**src/rtl/flag_cr_unit_pkg.sv**
```systemverilog
// Shared definitions for the flag/CR state holder and the jump checker.
// Flag bit positions, CR operation codes, jump codes and the stack entry layout.
package flag_cr_unit_pkg;

    localparam int ALUF_ZF = 0;
    localparam int ALUF_CF = 1;
    localparam int ALUF_SF = 2;
    localparam int ALUF_OF = 3;
    localparam int ALUF_W  = 4;
    localparam int CR_W    = 16;
    localparam int ENTRY_W = ALUF_W + CR_W;

    localparam logic [1:0] CR_NOP  = 2'b00;
    localparam logic [1:0] CR_LOAD = 2'b01;
    localparam logic [1:0] CR_DEC  = 2'b10;
    localparam logic [1:0] CR_CLR  = 2'b11;

    // Condition codes decoded by the jump checker
    localparam logic [3:0] JMP_ALWAYS = 4'h0;
    localparam logic [3:0] JMP_JZ     = 4'h1;
    localparam logic [3:0] JMP_JNZ    = 4'h2;
    localparam logic [3:0] JMP_JC     = 4'h3;
    localparam logic [3:0] JMP_JNC    = 4'h4;
    localparam logic [3:0] JMP_JS     = 4'h5;
    localparam logic [3:0] JMP_JO     = 4'h6;
    localparam logic [3:0] JMP_LOOP   = 4'h7;

    typedef struct packed {
        logic [ALUF_W-1:0] flags;
        logic [CR_W-1:0]   cr;
    } stk_entry_t;

endpackage

```
**src/rtl/flag_cr_unit_flag_stack.sv**
```systemverilog
// Small LIFO of {flags, CR} entries with push, pop and push+pop swap.
// The top entry is read combinationally so a restore lands in the same edge as the pop.
module flag_stack
    import flag_cr_unit_pkg::*;
#(
    parameter int DEPTH = 4
) (
    input  logic       clk,
    input  logic       rst_n,
    input  logic       push,
    input  logic       pop,
    input  stk_entry_t wr_data,
    output stk_entry_t top_data,
    output logic       restore,
    output logic       full,
    output logic       empty,
    output logic       err_set
);

    localparam int AW   = $clog2(DEPTH);
    localparam int SP_W = AW + 1;

    stk_entry_t      mem [DEPTH];
    logic [SP_W-1:0] sp_reg;
    logic [SP_W-1:0] sp_next;
    logic [SP_W-1:0] sp_m1;
    logic [AW-1:0]   wr_idx;
    logic [AW-1:0]   top_idx;
    logic            push_ok;
    logic            pop_ok;
    logic            swap_ok;

    assign full    = (sp_reg == SP_W'(DEPTH));
    assign empty   = (sp_reg == '0);
    assign sp_m1   = sp_reg - SP_W'(1);
    assign wr_idx  = sp_reg[AW-1:0];
    assign top_idx = sp_m1[AW-1:0];

    assign push_ok = push && !pop && !full;
    assign pop_ok  = pop && !push && !empty;
    assign swap_ok = push && pop && !empty;
    // A swap on an empty stack has nothing to exchange, so it counts as underflow
    assign err_set = (push && !pop && full) || (pop && !push && empty) || (push && pop && empty);
    assign restore = pop_ok || swap_ok;
    assign top_data = mem[top_idx];

    always_comb begin
        sp_next = sp_reg;
        if (push_ok) begin
            sp_next = sp_reg + SP_W'(1);
        end else if (pop_ok) begin
            sp_next = sp_m1;
        end
    end

    always_ff @(posedge clk or negedge rst_n) begin
        if (!rst_n) begin
            sp_reg <= '0;
        end else begin
            sp_reg <= sp_next;
        end
    end

    // Contents need no reset: nothing is readable until a push has written it
    always_ff @(posedge clk) begin
        if (push_ok) begin
            mem[wr_idx] <= wr_data;
        end else if (swap_ok) begin
            mem[top_idx] <= wr_data;
        end
    end

endmodule

```
**src/rtl/flag_cr_unit.sv**
```systemverilog
// Condition flag and count register holder feeding the jump checker,
// with a save/restore stack for call/return and interrupt entry/exit.
module flag_cr_unit
    import flag_cr_unit_pkg::*;
#(
    parameter int DEPTH = 4
) (
    input  logic              clk,
    input  logic              rst_n,
    input  logic [ALUF_W-1:0] alu_flag_i,
    input  logic              flag_we,
    input  logic [1:0]        cr_op,
    input  logic [CR_W-1:0]   cr_d,
    input  logic              push,
    input  logic              pop,
    input  logic              err_clr,
    output logic [15:0]       flag_o,
    output logic [CR_W-1:0]   cr_o,
    output logic              cr_zero,
    output logic              stk_full,
    output logic              stk_empty,
    output logic              stk_err
);

    logic [ALUF_W-1:0] flag_reg;
    logic [ALUF_W-1:0] flag_next;
    logic [CR_W-1:0]   cr_reg;
    logic [CR_W-1:0]   cr_next;
    logic              err_reg;
    logic              err_next;
    stk_entry_t        cur_entry;
    stk_entry_t        top_entry;
    logic              restore;
    logic              err_set;

    assign cur_entry.flags = flag_reg;
    assign cur_entry.cr    = cr_reg;

    flag_stack #(
        .DEPTH (DEPTH)
    ) u_flag_stack (
        .clk      (clk),
        .rst_n    (rst_n),
        .push     (push),
        .pop      (pop),
        .wr_data  (cur_entry),
        .top_data (top_entry),
        .restore  (restore),
        .full     (stk_full),
        .empty    (stk_empty),
        .err_set  (err_set)
    );

    // Explicit writes take precedence over a stack restore, field by field
    always_comb begin
        flag_next = flag_reg;
        if (flag_we) begin
            flag_next = alu_flag_i;
        end else if (restore) begin
            flag_next = top_entry.flags;
        end

        cr_next = cr_reg;
        case (cr_op)
            CR_LOAD: cr_next = cr_d;
            CR_DEC:  cr_next = cr_reg - CR_W'(1);
            CR_CLR:  cr_next = '0;
            default: begin
                if (restore) begin
                    cr_next = top_entry.cr;
                end
            end
        endcase

        err_next = err_reg;
        if (err_set) begin
            err_next = 1'b1;
        end else if (err_clr) begin
            err_next = 1'b0;
        end
    end

    always_ff @(posedge clk or negedge rst_n) begin
        if (!rst_n) begin
            flag_reg <= '0;
            cr_reg   <= '0;
            err_reg  <= 1'b0;
        end else begin
            flag_reg <= flag_next;
            cr_reg   <= cr_next;
            err_reg  <= err_next;
        end
    end

    genvar gi;
    generate
        for (gi = 0; gi < 16; gi++) begin : g_flag_o
            if (gi < ALUF_W) begin : g_live
                assign flag_o[gi] = flag_reg[gi];
            end else begin : g_zero
                assign flag_o[gi] = 1'b0;
            end
        end
    endgenerate

    assign cr_o    = cr_reg;
    assign cr_zero = (cr_reg == '0);
    assign stk_err = err_reg;

endmodule

```
**config.mk**
```make
export PLATFORM = sky130hd
export DESIGN_NAME = flag_cr_unit
export DESIGN_NICKNAME = d
export VERILOG_FILES = /design/src/rtl/flag_cr_unit_pkg.sv /design/src/rtl/flag_cr_unit_flag_stack.sv /design/src/rtl/flag_cr_unit.sv
export SDC_FILE = /design/constraint.sdc
export NUM_CORES = 1
export LEC_CHECK = 0
export BUFFER_PORTS_ARGS = -buffer_cell sky130_fd_sc_hd__buf_2
export CORE_ASPECT_RATIO = 1.1
export CORE_UTILIZATION = 35
export DETAILED_ROUTE_END_ITERATION = 16
export PLACE_DENSITY = 0.57
export SLEW_MARGIN = 20
export SYNTH_ARGS = -nofsm -noshare
export SYNTH_HDL_FRONTEND = slang
export SYNTH_SLANG_ARGS = --single-unit
```
**constraint.sdc**
```tcl
create_clock -name clk -period 4.8 [get_ports clk]
set_input_delay 0.48 -clock clk [delete_from_list [all_inputs] [get_ports clk]]
set_output_delay 0.48 -clock clk [all_outputs]
set_load 0.01 [all_outputs]
```
## Word-level counts from Yosys, hierarchy flattened

Memory sizes are Yosys's and may differ from the RTL's.
Cells that the tools add are included.

| storage, ports and cells | value |
|---|---|
| output and inout bits | 36 |
| register bits after elaboration | 24 |
| word-level logic and storage cells | 51 |
| input port bits | 28 |
| memories kept | 1 |
| RAM bits | 80 |

Memories:

| name | depth | width | read ports | clocked after memory_dff | wr ports | RTL line | source |
|---|---|---|---|---|---|---|---|
| u_flag_stack.mem | 4 | 20 | 1 | 0 | 1 | flag_cr_unit_flag_stack.sv:23 | `stk_entry_t mem [DEPTH];` |

| cells by class | value |
|---|---|
| equality and inequality tests | 4 |
| add/subtract/negate cells | 3 |
| reductions and logical operators | 23 |
| muxes and demuxes | 16 |

Operators with widths:

| cell | count |
|---|---|
| $pmux W16 S3 | 1 |
| $mux W20 | 1 |
| $reduce_or A20 Y1 | 1 |
| $logic_not A16 Y1 | 1 |
| $mux W16 | 1 |
| $sub A16 B1 Y16 const B | 1 |
| $logic_and A1 B1 Y1 | 9 |
| $mux W1 | 8 |
| $mux W4 | 2 |
| $mux W3 | 2 |
| $reduce_bool A2 Y1 | 3 |
| $eq A2 B2 Y1 const B | 2 |
| $logic_not A1 Y1 | 4 |
| $reduce_bool A4 Y1 | 1 |
| $add A3 B1 Y3 const B | 1 |
| $eq A3 B3 Y1 const B | 1 |
| $logic_not A3 Y1 | 1 |
| $logic_or A1 B1 Y1 | 3 |
| $sub A3 B1 Y3 const B | 1 |
| $eq A2 B1 Y1 const B | 1 |
| $mux W2 | 1 |

## Logic depth before layout (Yosys ltp)

Gate-level depths: netlist of run 1.

| depth | value |
|---|---|
| word-level depth | 8 |
| mapped depth | 10 |
| gate-level depth less buffers | 7 |

## Hierarchy

Synthesis of run 1 repeated with hierarchy kept, for this count alone.

| second synthesis, totals | value |
|---|---|
| cells, all modules | 353 |
| area total of the unflattened synthesis | 4967.3 sq um |

Modules (own cells, without submodules):

| module | instances | sequential area each (sq um) | area an instance (sq um) | cells each |
|---|---|---|---|---|
| flag_stack | 1 | 2477.4 | 3373.2 | 159 |
| flag_cr_unit | 1 | 525.5 | 1594.0 | 194 |

## Worst setup path after synthesis of run 1

No wires, ideal clock.

| timing | value |
|---|---|
| kind | reg2reg |
| start point | register u_flag_stack.sp_reg[0] |
| end point | memory u_flag_stack.mem[3][0] in the netlist's numbering, enable pin |
| stages on the path, launching flop included | 10 |
| setup slack | 1624 ps |
| path buffers | 3 |
| setup time | 397 ps |
| arrival | 2780 ps |
| clock period less this slack | 3176 ps |
| data required time | 4403 ps |
| cells stage by stage | dfrtp_1 buf_4 buf_4 inv_1 ha_1 nand2b_1 buf_4 nand3_1 mux2_2 nor2_1 |

| on the way | value |
|---|---|
| cells in the longest elaborated chain, start to end | 8 |
| elaborated cells between the ends (all ways) | 15 |
| those cells by class | 1 x add/sub; 1 x eq/ne; 7 x mux; 6 x reduce/logical |

Ends and longest elaborated chain:

| what | RTL line | source |
|---|---|---|
| from (decl) | flag_cr_unit_flag_stack.sv:24 | `logic [SP_W-1:0] sp_reg;` |
| from (signal assigned) | flag_cr_unit_flag_stack.sv:60 | `sp_reg <= sp_next;` |
| $logic_not A3 Y1 | flag_cr_unit_flag_stack.sv:34 | `assign empty = (sp_reg == '0);` |
| $logic_not A1 Y1 | flag_cr_unit_flag_stack.sv:41 | `assign swap_ok = push && pop && !empty;` |
| $logic_and A1 B1 Y1 | flag_cr_unit_flag_stack.sv:41 |  |
| $mux W1 | flag_cr_unit_flag_stack.sv:68 | `end else if (swap_ok) begin` |
| $mux W1 | flag_cr_unit_flag_stack.sv:66 | `if (push_ok) begin` |
| $mux W1 (implied by the code) | flag_cr_unit_flag_stack.sv:69 | `mem[top_idx] <= wr_data;` |
| $reduce_or A20 Y1 (no line) | - |  |
| $mux W2 (no line) or $mux W1 (tied branches) | - |  |
| to (decl) | flag_cr_unit_flag_stack.sv:23 |  |

Several ways; a longest one is shown, not always the timed one.

## Worst setup path after layout of run 1

| timing | value |
|---|---|
| start point | register cr_reg[0] (netlist: cr_o[0]) |
| end point | output cr_zero |

| on the way | value |
|---|---|
| cells in the longest elaborated chain, start to end | 1 |

Ends and longest elaborated chain:

| what | RTL line | source |
|---|---|---|
| from (decl) | flag_cr_unit.sv:27 | `logic [CR_W-1:0] cr_reg;` |
| from (signal assigned) | flag_cr_unit.sv:90 | `cr_reg <= cr_next;` |
| $logic_not A16 Y1 | flag_cr_unit.sv:107 | `assign cr_zero = (cr_reg == '0);` |
| to (decl) | flag_cr_unit.sv:19 | `output logic cr_zero,` |

Every way passes these cells.

==> results of run 1 <==
[power by group through the flow]
stage	clock network, mW	registers (mW)	logic, mW
2_1_floorplan	0	1.43	0.831
3_3_place_gp	0	1.50	1.12
3_5_place_dp	0	1.51	1.13
4_1_cts	0.813	1.49	1.13
5_1_grt	0.844	1.53	1.22
6_report	0.799	1.49	1.12
[worst max-delay path, cell delays in order, from the launching register on]
cell and delay, ns:
dfrtp_1 0.57, inv_1 0.18, ha_1 0.44, and2_1 0.25
nand2_1 0.07, nor4_1 0.26, buf_2 0.21
[cell families after synthesis]
family	after synthesis	synth area share
xor gates and xnor gates	7	0.0123
muxes	34	0.104
and+or+nand+nor	87	0.103
DFF	104	0.603
other	1	0.000753
buffers and inverters	42	0.0492
AOI/OAI and AO/OA	83	0.118
adders and majority gates	4	0.0100
[synthesized netlist by cell type (3+ instances only)]
master,instances
inv_1,10
and3_1,3
a21o_1,3
nor2_1,22
buf_4,18
buf_1,3
clkbuf_1,4
nand2b_1,12
a221oi_1,4
or3_1,3
o21ai_1,4
a41oi_1,3
a211oi_1,4
mux2i_1,19
ha_1,4
o21ai_0,18
o22ai_1,7
nor4_1,4
nand4_1,3
a21oi_1,11
nor4_4,3
nand3_1,5
and2_1,4
xnor2_1,6
dfrtp_1,24
edfxtp_1,80
nor3_1,10
a32oi_1,3
a22oi_1,3
nand2_1,8
buf_2,3
mux4_2,14
[layout make-up]
| type | count | share of cell area |
|---|---|---|
| Clock buffer | 9 | 0.0396 |
| Clock inverter | 7 | 0.0180 |
| Inverter | 12 | 0.00923 |
| Multi-Input combinational cell | 227 | 0.313 |
| Sequential cell | 104 | 0.528 |
| Tap cell | 188 | 0.0413 |
| Timing Repair Buffer | 56 | 0.0514 |
[path summary, 6_finish.rpt]
| check | start | end | slack, ns | cells past startpoint |
|---|---|---|---|---|
| setup reg to reg | u_flag_stack.sp_reg[1]$_DFFE_PN0P_ | u_flag_stack.mem[3][10]$_DFFE_PP_ | 2.15 | 7 |
| setup / recovery | cr_o[0]$_DFFE_PN0P_ | cr_zero | 2.00 | 6 |
| max in group asynchronous | rst_n | u_flag_stack.sp_reg[0]$_DFFE_PN0P_ | 4.20 | 1 |
| min in group clk | alu_flag_i[3] | flag_reg[3]$_DFFE_PN0P_ | 0.35 | 3 |
| hold reg to reg | stk_err$_DFFE_PN0P_ | stk_err$_DFFE_PN0P_ | 0.52 | 1 |
| hold / removal | rst_n | cr_o[4]$_DFFE_PN0P_ | 0.15 | 1 |
[metal layers]
| metal | vias up | GRT usage | routed length, um |
|---|---|---|---|
| li1 | 1493 | - | - |
| met1 | 1643 | 0.249 | 5620 |
| met2 | 108 | 0.269 | 5640 |
| met3 | 17 | 0.0304 | 589 |
| met4 | 0 | 0.0618 | 237 |
| met5 | - | 0 | 0 |
[through the flow]
stage	util	worst slack, ns	hold slack, ns	area, um2
6_report	0.411	2.00	0.147	5690
2_1_floorplan	-	1.62	0.184	5020
4_1_cts	0.411	1.96	0.165	5690
5_1_grt	0.411	1.82	0.191	5690
3_5_place_dp	0.387	2.18	0.506	5360
3_3_place_gp	0.387	2.27	0.513	5360
==> flow_summary.yaml, run 1 <==
routing:
  drc: 0
  vias: 3261
  vias_per_cell: 5.41
  post_drt_wl_per_cell_um: 20.0
  wirelength_mm: 12.1
  detail-route-antenna-nets: 0
  dr.pass1.iters: 4
  drt_iter0_markers: 231
grt:
  overflow: 0
  grt_usage: 0.175
  grt_pass1_vias: 3254
  grt_pass1_wl_mm: 18.8
  grt_max_degree: 30
  antenna_found_initial: 0
clock_tree:
  cts_buffers: 9
  cts_hold_buf: 0
  htreeDepth: 3
  post_cts_resize_count: 0
  clock_sinks: 104
  cts_tree: "done"
  cts.root.buffer_cell: "clkbuf_16"
  cts_buffer_depth: 2
  clkLatencyLatePin_ns: 0.34
  post_cts_buffers: 0
  clkTransAtPathRegs_ns: 0.07
yosys:
  ys_seq_area_frac: 0.603
  ys_types: 67
  ys.flop_type: "edfxtp_1"
  synth.yosys.warnings: 0
  synth_area_leaders: "edfxtp_1 48%, dfrtp_1 12%, mux4_2 6.3%"
  synthArstFlopShare: 0.231
  synth_top_area_cell: "edfxtp_1"
  synthesis.instances: 362
  synth_seq_cells: 104
  synth-edff-count: 80
  synth_top_area_share: 0.482
  synth.cell_area_um2: 4980
  postSynthAreaPerCell_um2: 13.8
floorplan:
  rows: 45
  die_height_um: 127
  core_area_um2: 13900
  die-area_um2: 14700
  die_w_um: 116
  io_pins: 64
  start_util: 0.360
sta:
  worst_slew_pin_slew_ns: 0.775
  rsz0062_at_grt: "false"
  fin_tns_setup_ns: 0
  slew_headroom: 0.483
  drv_slew: 0
  finalHoldViolCount: 0
  fin_crit_sh: 0.584
  finalCriticalPeriod_ns: 2.80
  fmax_mhz: 357
  setup_viol: 0
  skew_ns: 0.00725
place:
  io_buffers: 51
  place_inst: 587
  dp_hpwl_mm: 8.28
  finalWeightedCongestion: 0.862
final_layout:
  final_cells: 603
  post_route_cells_drive_above_1_share: 0.253
  largest_register_ffs: 80
  nFillCells: 1304
  antenna_cells: 0
  layout.nets: 442
  seq_area_um2: 3000
  final_cell_mix: "80 x edfxtp_1, 51 x buf_2, 23 x dfrtp_1"
  syn2layout_area_growth_pct: 14.3
  multiInputGateArea_um2: 1780
  final_common_cell: "edfxtp_1"
pwr:
  vdd_drop_max_v: 0.000240
  total_power_mw: 3.41
  p_sw_mw: 1.20
  power.leakage_nw: 2.12
  swShare: 0.353
  comb_power_share: 0.328
  clkPwrFrac: 0.234
  p_int_mw: 2.21
  seqPwrFrac: 0.437
  power_density_nw_per_um2: 599
critical_path:
  start_kind: "flop"
  arrival_ns: 2.32
  worstPathMaxFanout: 11
  path_class: "reg2out"
  worst_ep_required_time_ns: 4.32
  end_kind: "primary output"
job:
  cap_viol_max_count: 0
status:
  status: "complete, no violations"
hold_path:
  hp-class: "in2async"
No activity file was read; power rests on OpenSTA's default activity.
==> inputs of run 2 (changes only) <==
Settings changed: ABC_AREA set to 1, PLACE_DENSITY 0.57 to 0.59.
Clock period 4.8 ns to 2.3 ns, I/O delays scaled along.
==> run 2 against run 1 <==
  * First-iteration DRC count shrank 13%
  * Die area shrank 0.57%
  * Synthesized area shrank 0.58%
  * Via count up 12%
  * Synthesized cell count is 43% higher
  * Global-route usage decreased by 1.3 points
  * Critical path depth up 1
  * Clock-buffer cell count rose by 3
  * Critical endpoint unchanged
  * Highest routed layer unchanged
==> flow_summary.yaml, run 2 <==
status:
  status: "complete, no violations"
critical_path:
  path_buf_inv: 2
  end_kind: "primary output"
  rrSetupSlack_ns: 0.26
  worst_ep_required_time_ns: 2.07
  reg2reg_depth: 11
  cpPeakStageDelay_ns: 0.44
  path_class: "reg2out"
  start_kind: "flop"
  crit_family: "simple AND/OR/NAND/NOR gates"
  worstPathMaxFanout: 7
  crit_slowest_cell: "dfrtp_1"
  cp_cell_sequence: "inv_1, ha_2, nand3_2, nor2_4, nand3_1, nor4_1, buf_2"
  arrival_ns: 1.87
  r2r-end: "u_flag_stack.mem[0][1]$_DFFE_PP_"
  r2r-start: "u_flag_stack.sp_reg[1]$_DFFE_PN0P_"
pwr:
  p_int_mw: 4.63
  comb_power_share: 0.375
  total_power_mw: 7.51
  swShare: 0.384
  power.leakage_nw: 2.41
  vdd_drop_max_v: 0.000518
  power_density_nw_per_um2: 1300
  seqPwrFrac: 0.417
  p_sw_mw: 2.88
  clkPwrFrac: 0.208
yosys:
  ys_seq_area_frac: 0.606
  synth_area_leaders: "edfxtp_1 49%, dfrtp_1 12%, nand2_1 9.2%"
  synth_top_area_share: 0.485
  synth_seq_cells: 104
  synth.cell_area_um2: 4950
  synth_top_area_cell: "edfxtp_1"
  ys.flop_type: "edfxtp_1"
  synth-edff-count: 80
  synthArstFlopShare: 0.231
  postSynthAreaPerCell_um2: 9.54
  ys_types: 28
  synth.yosys.warnings: 0
  synth_common_cells: "122 x nand2_1, 80 x edfxtp_1, 73 x nor2_1, 56 x nand3_1, 37 x inv_1"
  synth.most_common_cell: "nand2_1"
  synthesis.instances: 519
routing:
  vias_per_cell: 4.75
  dr.pass1.iters: 4
  drc: 0
  post_drt_wl_per_cell_um: 14.4
  vias: 3640
  wirelength_mm: 11.0
  drt_iter0_markers: 201
  detail-route-antenna-nets: 0
sta:
  skew_ns: 0.00551
  slew_headroom: 0.552
  fmax_mhz: 476
  rsz0062_at_grt: "false"
  finalCriticalPeriod_ns: 2.10
  finalHoldViolCount: 0
  drv_slew: 0
  final.setup.worst_slack_ns: 0.201
  fin_crit_sh: 0.913
  worst_slew_pin_slew_ns: 0.672
  setup_viol: 0
hold_path:
  min_from: "err_clr"
  hp-class: "in2reg"
  hold_depth: 2
  hold_path_end: "stk_err$_DFFE_PN0P_"
floorplan:
  die_height_um: 127
  io_pins: 64
  rows: 45
  core_area_um2: 13800
  start_util: 0.359
  die-area_um2: 14600
  die_w_um: 115
grt:
  grt_pass1_wl_mm: 17.7
  grt_pass1_vias: 3515
  overflow: 0
  grt_usage: 0.162
  grt_max_degree: 47
  antenna_found_initial: 0
clock_tree:
  htreeDepth: 3
  cts_buffers: 9
  clkLatencyLatePin_ns: 0.34
  cts_tree: "done"
  clock_sinks: 104
  clkTransAtPathRegs_ns: 0.06
  cts_buffer_depth: 2
  post_cts_buffers: 0
  cts.root.buffer_cell: "clkbuf_16"
place:
  dp_hpwl_mm: 7.41
  place_inst: 750
  place_worst_setup_slack_ns: 0.261
  io_buffers: 51
  finalWeightedCongestion: 0.805
final_layout:
  antenna_cells: 0
  layout.nets: 606
  final_cells: 767
  nFillCells: 1323
  largest_register_ffs: 80
  final_cell_mix: "121 x nand2_1, 80 x edfxtp_1, 69 x nor2_1"
  final_common_cell: "nand2_1"
  syn2layout_area_growth_pct: 16.9
  post_route_cells_drive_above_1_share: 0.176
job:
  cap_viol_max_count: 0
run 2: changes by cell type after synthesis, moves of 12 or more:
cell,previous run,this run
nand2b_1,12,0
mux4_2,14,0
inv_1,10,37
nand2_1,8,122
nand3_1,5,56
mux2i_1,19,0
nor2_1,22,73
o21ai_0,18,33
run 2: layer usage:
metal / wire, um / global-route usage / up-vias
li1: - / - / 1815
met1: 5050 / 0.209 / 1711
met4: 216 / 0.0779 / 0
met5: 0 / 0 / -
met2: 5330 / 0.268 / 99
met3: 414 / 0.0186 / 15
run 2: stage by stage:
stage	hold slack (ns)	util	area [um2]	setup TNS, ns
after floorplan	-0.0656	-	5040	-0.706
after global placement	0.306	0.395	5450	0
after detailed placement	0.311	0.395	5450	0
after CTS	0.129	0.419	5780	0
after global routing	0.141	0.420	5790	0
final	0.134	0.420	5790	0
run 2: cell type report:
cell class | count | area, um2 | share of cell area
multi-input cells | 352 | 1670 | 0.288
well taps | 188 | 235 | 0.0406
clock inverters | 4 | 51.3 | 0.00886
clock buffers | 12 | 267 | 0.0460
inverters | 44 | 165 | 0.0285
flip-flops and latches | 104 | 3000 | 0.519
repair buffers | 63 | 398 | 0.0687
run 2: power groups by stage:
stage               Combinational, mW  Clock [mW]  Sequential (mW)
finish                           2.82        1.57             3.13
global route                     3.21        1.66             3.21
detailed placement               2.83           0             3.17
CTS                              2.84        1.59             3.14
floorplan                        1.97           0             3.10
global placement                 2.79           0             3.15
run 2: timing repair:
item	in CTS	in global routing
resized for setup	0	2
endpoints found under the setup margin	0	1
hold endpoints to repair	24	0
hold buffers	1	0
run 2: how the worst max path moves through the flow:
| stage | end | cells past startpoint | from | slack, ns |
|---|---|---|---|---|
| 4_1_cts | cr_zero | 7 | cr_o[0]$_DFFE_PN0P_ | 0.07 |
| 3_3_place_gp | u_flag_stack.mem[0][14]$_DFFE_PP_ | 10 | u_flag_stack.sp_reg[1]$_DFFE_PN0P_ | 0.34 |
| 5_1_grt | cr_zero | 7 | cr_o[0]$_DFFE_PN0P_ | 0.003 |
| 6_report | cr_zero | 7 | cr_o[0]$_DFFE_PN0P_ | 0.20 |
| 2_1_floorplan | u_flag_stack.mem[0][0]$_DFFE_PP_ | 12 | u_flag_stack.sp_reg[0]$_DFFE_PN0P_ | -0.02 |
| 3_5_place_dp | u_flag_stack.mem[0][11]$_DFFE_PP_ | 10 | u_flag_stack.sp_reg[1]$_DFFE_PN0P_ | 0.26 |
run 2: worst reg2reg max path, cell delays in order (launching register included):
cell and delay [ns]:
dfrtp_1 0.40, inv_1 0.10, ha_1 0.19, nand2_2 0.08, nand2_2 0.12, inv_2 0.08
nand2_4 0.10, nand2_1 0.09, o21ai_0 0.10, nand2_1 0.17, nor2_4 0.14, buf_12 0.19
run 2: kinds of logic (layout without fill, tap and decap cells):
group,count (synthesis),after routing,share of synthesized area
and+or+nand+nor,261,261,0.220
buffers and inverters,74,123,0.0763
adders and majority gates,4,4,0.0101
AOI/OAI and AO/OA,70,70,0.0760
other,1,12,0.000757
xor gates and xnor gates,5,5,0.0104
DFF,104,104,0.606
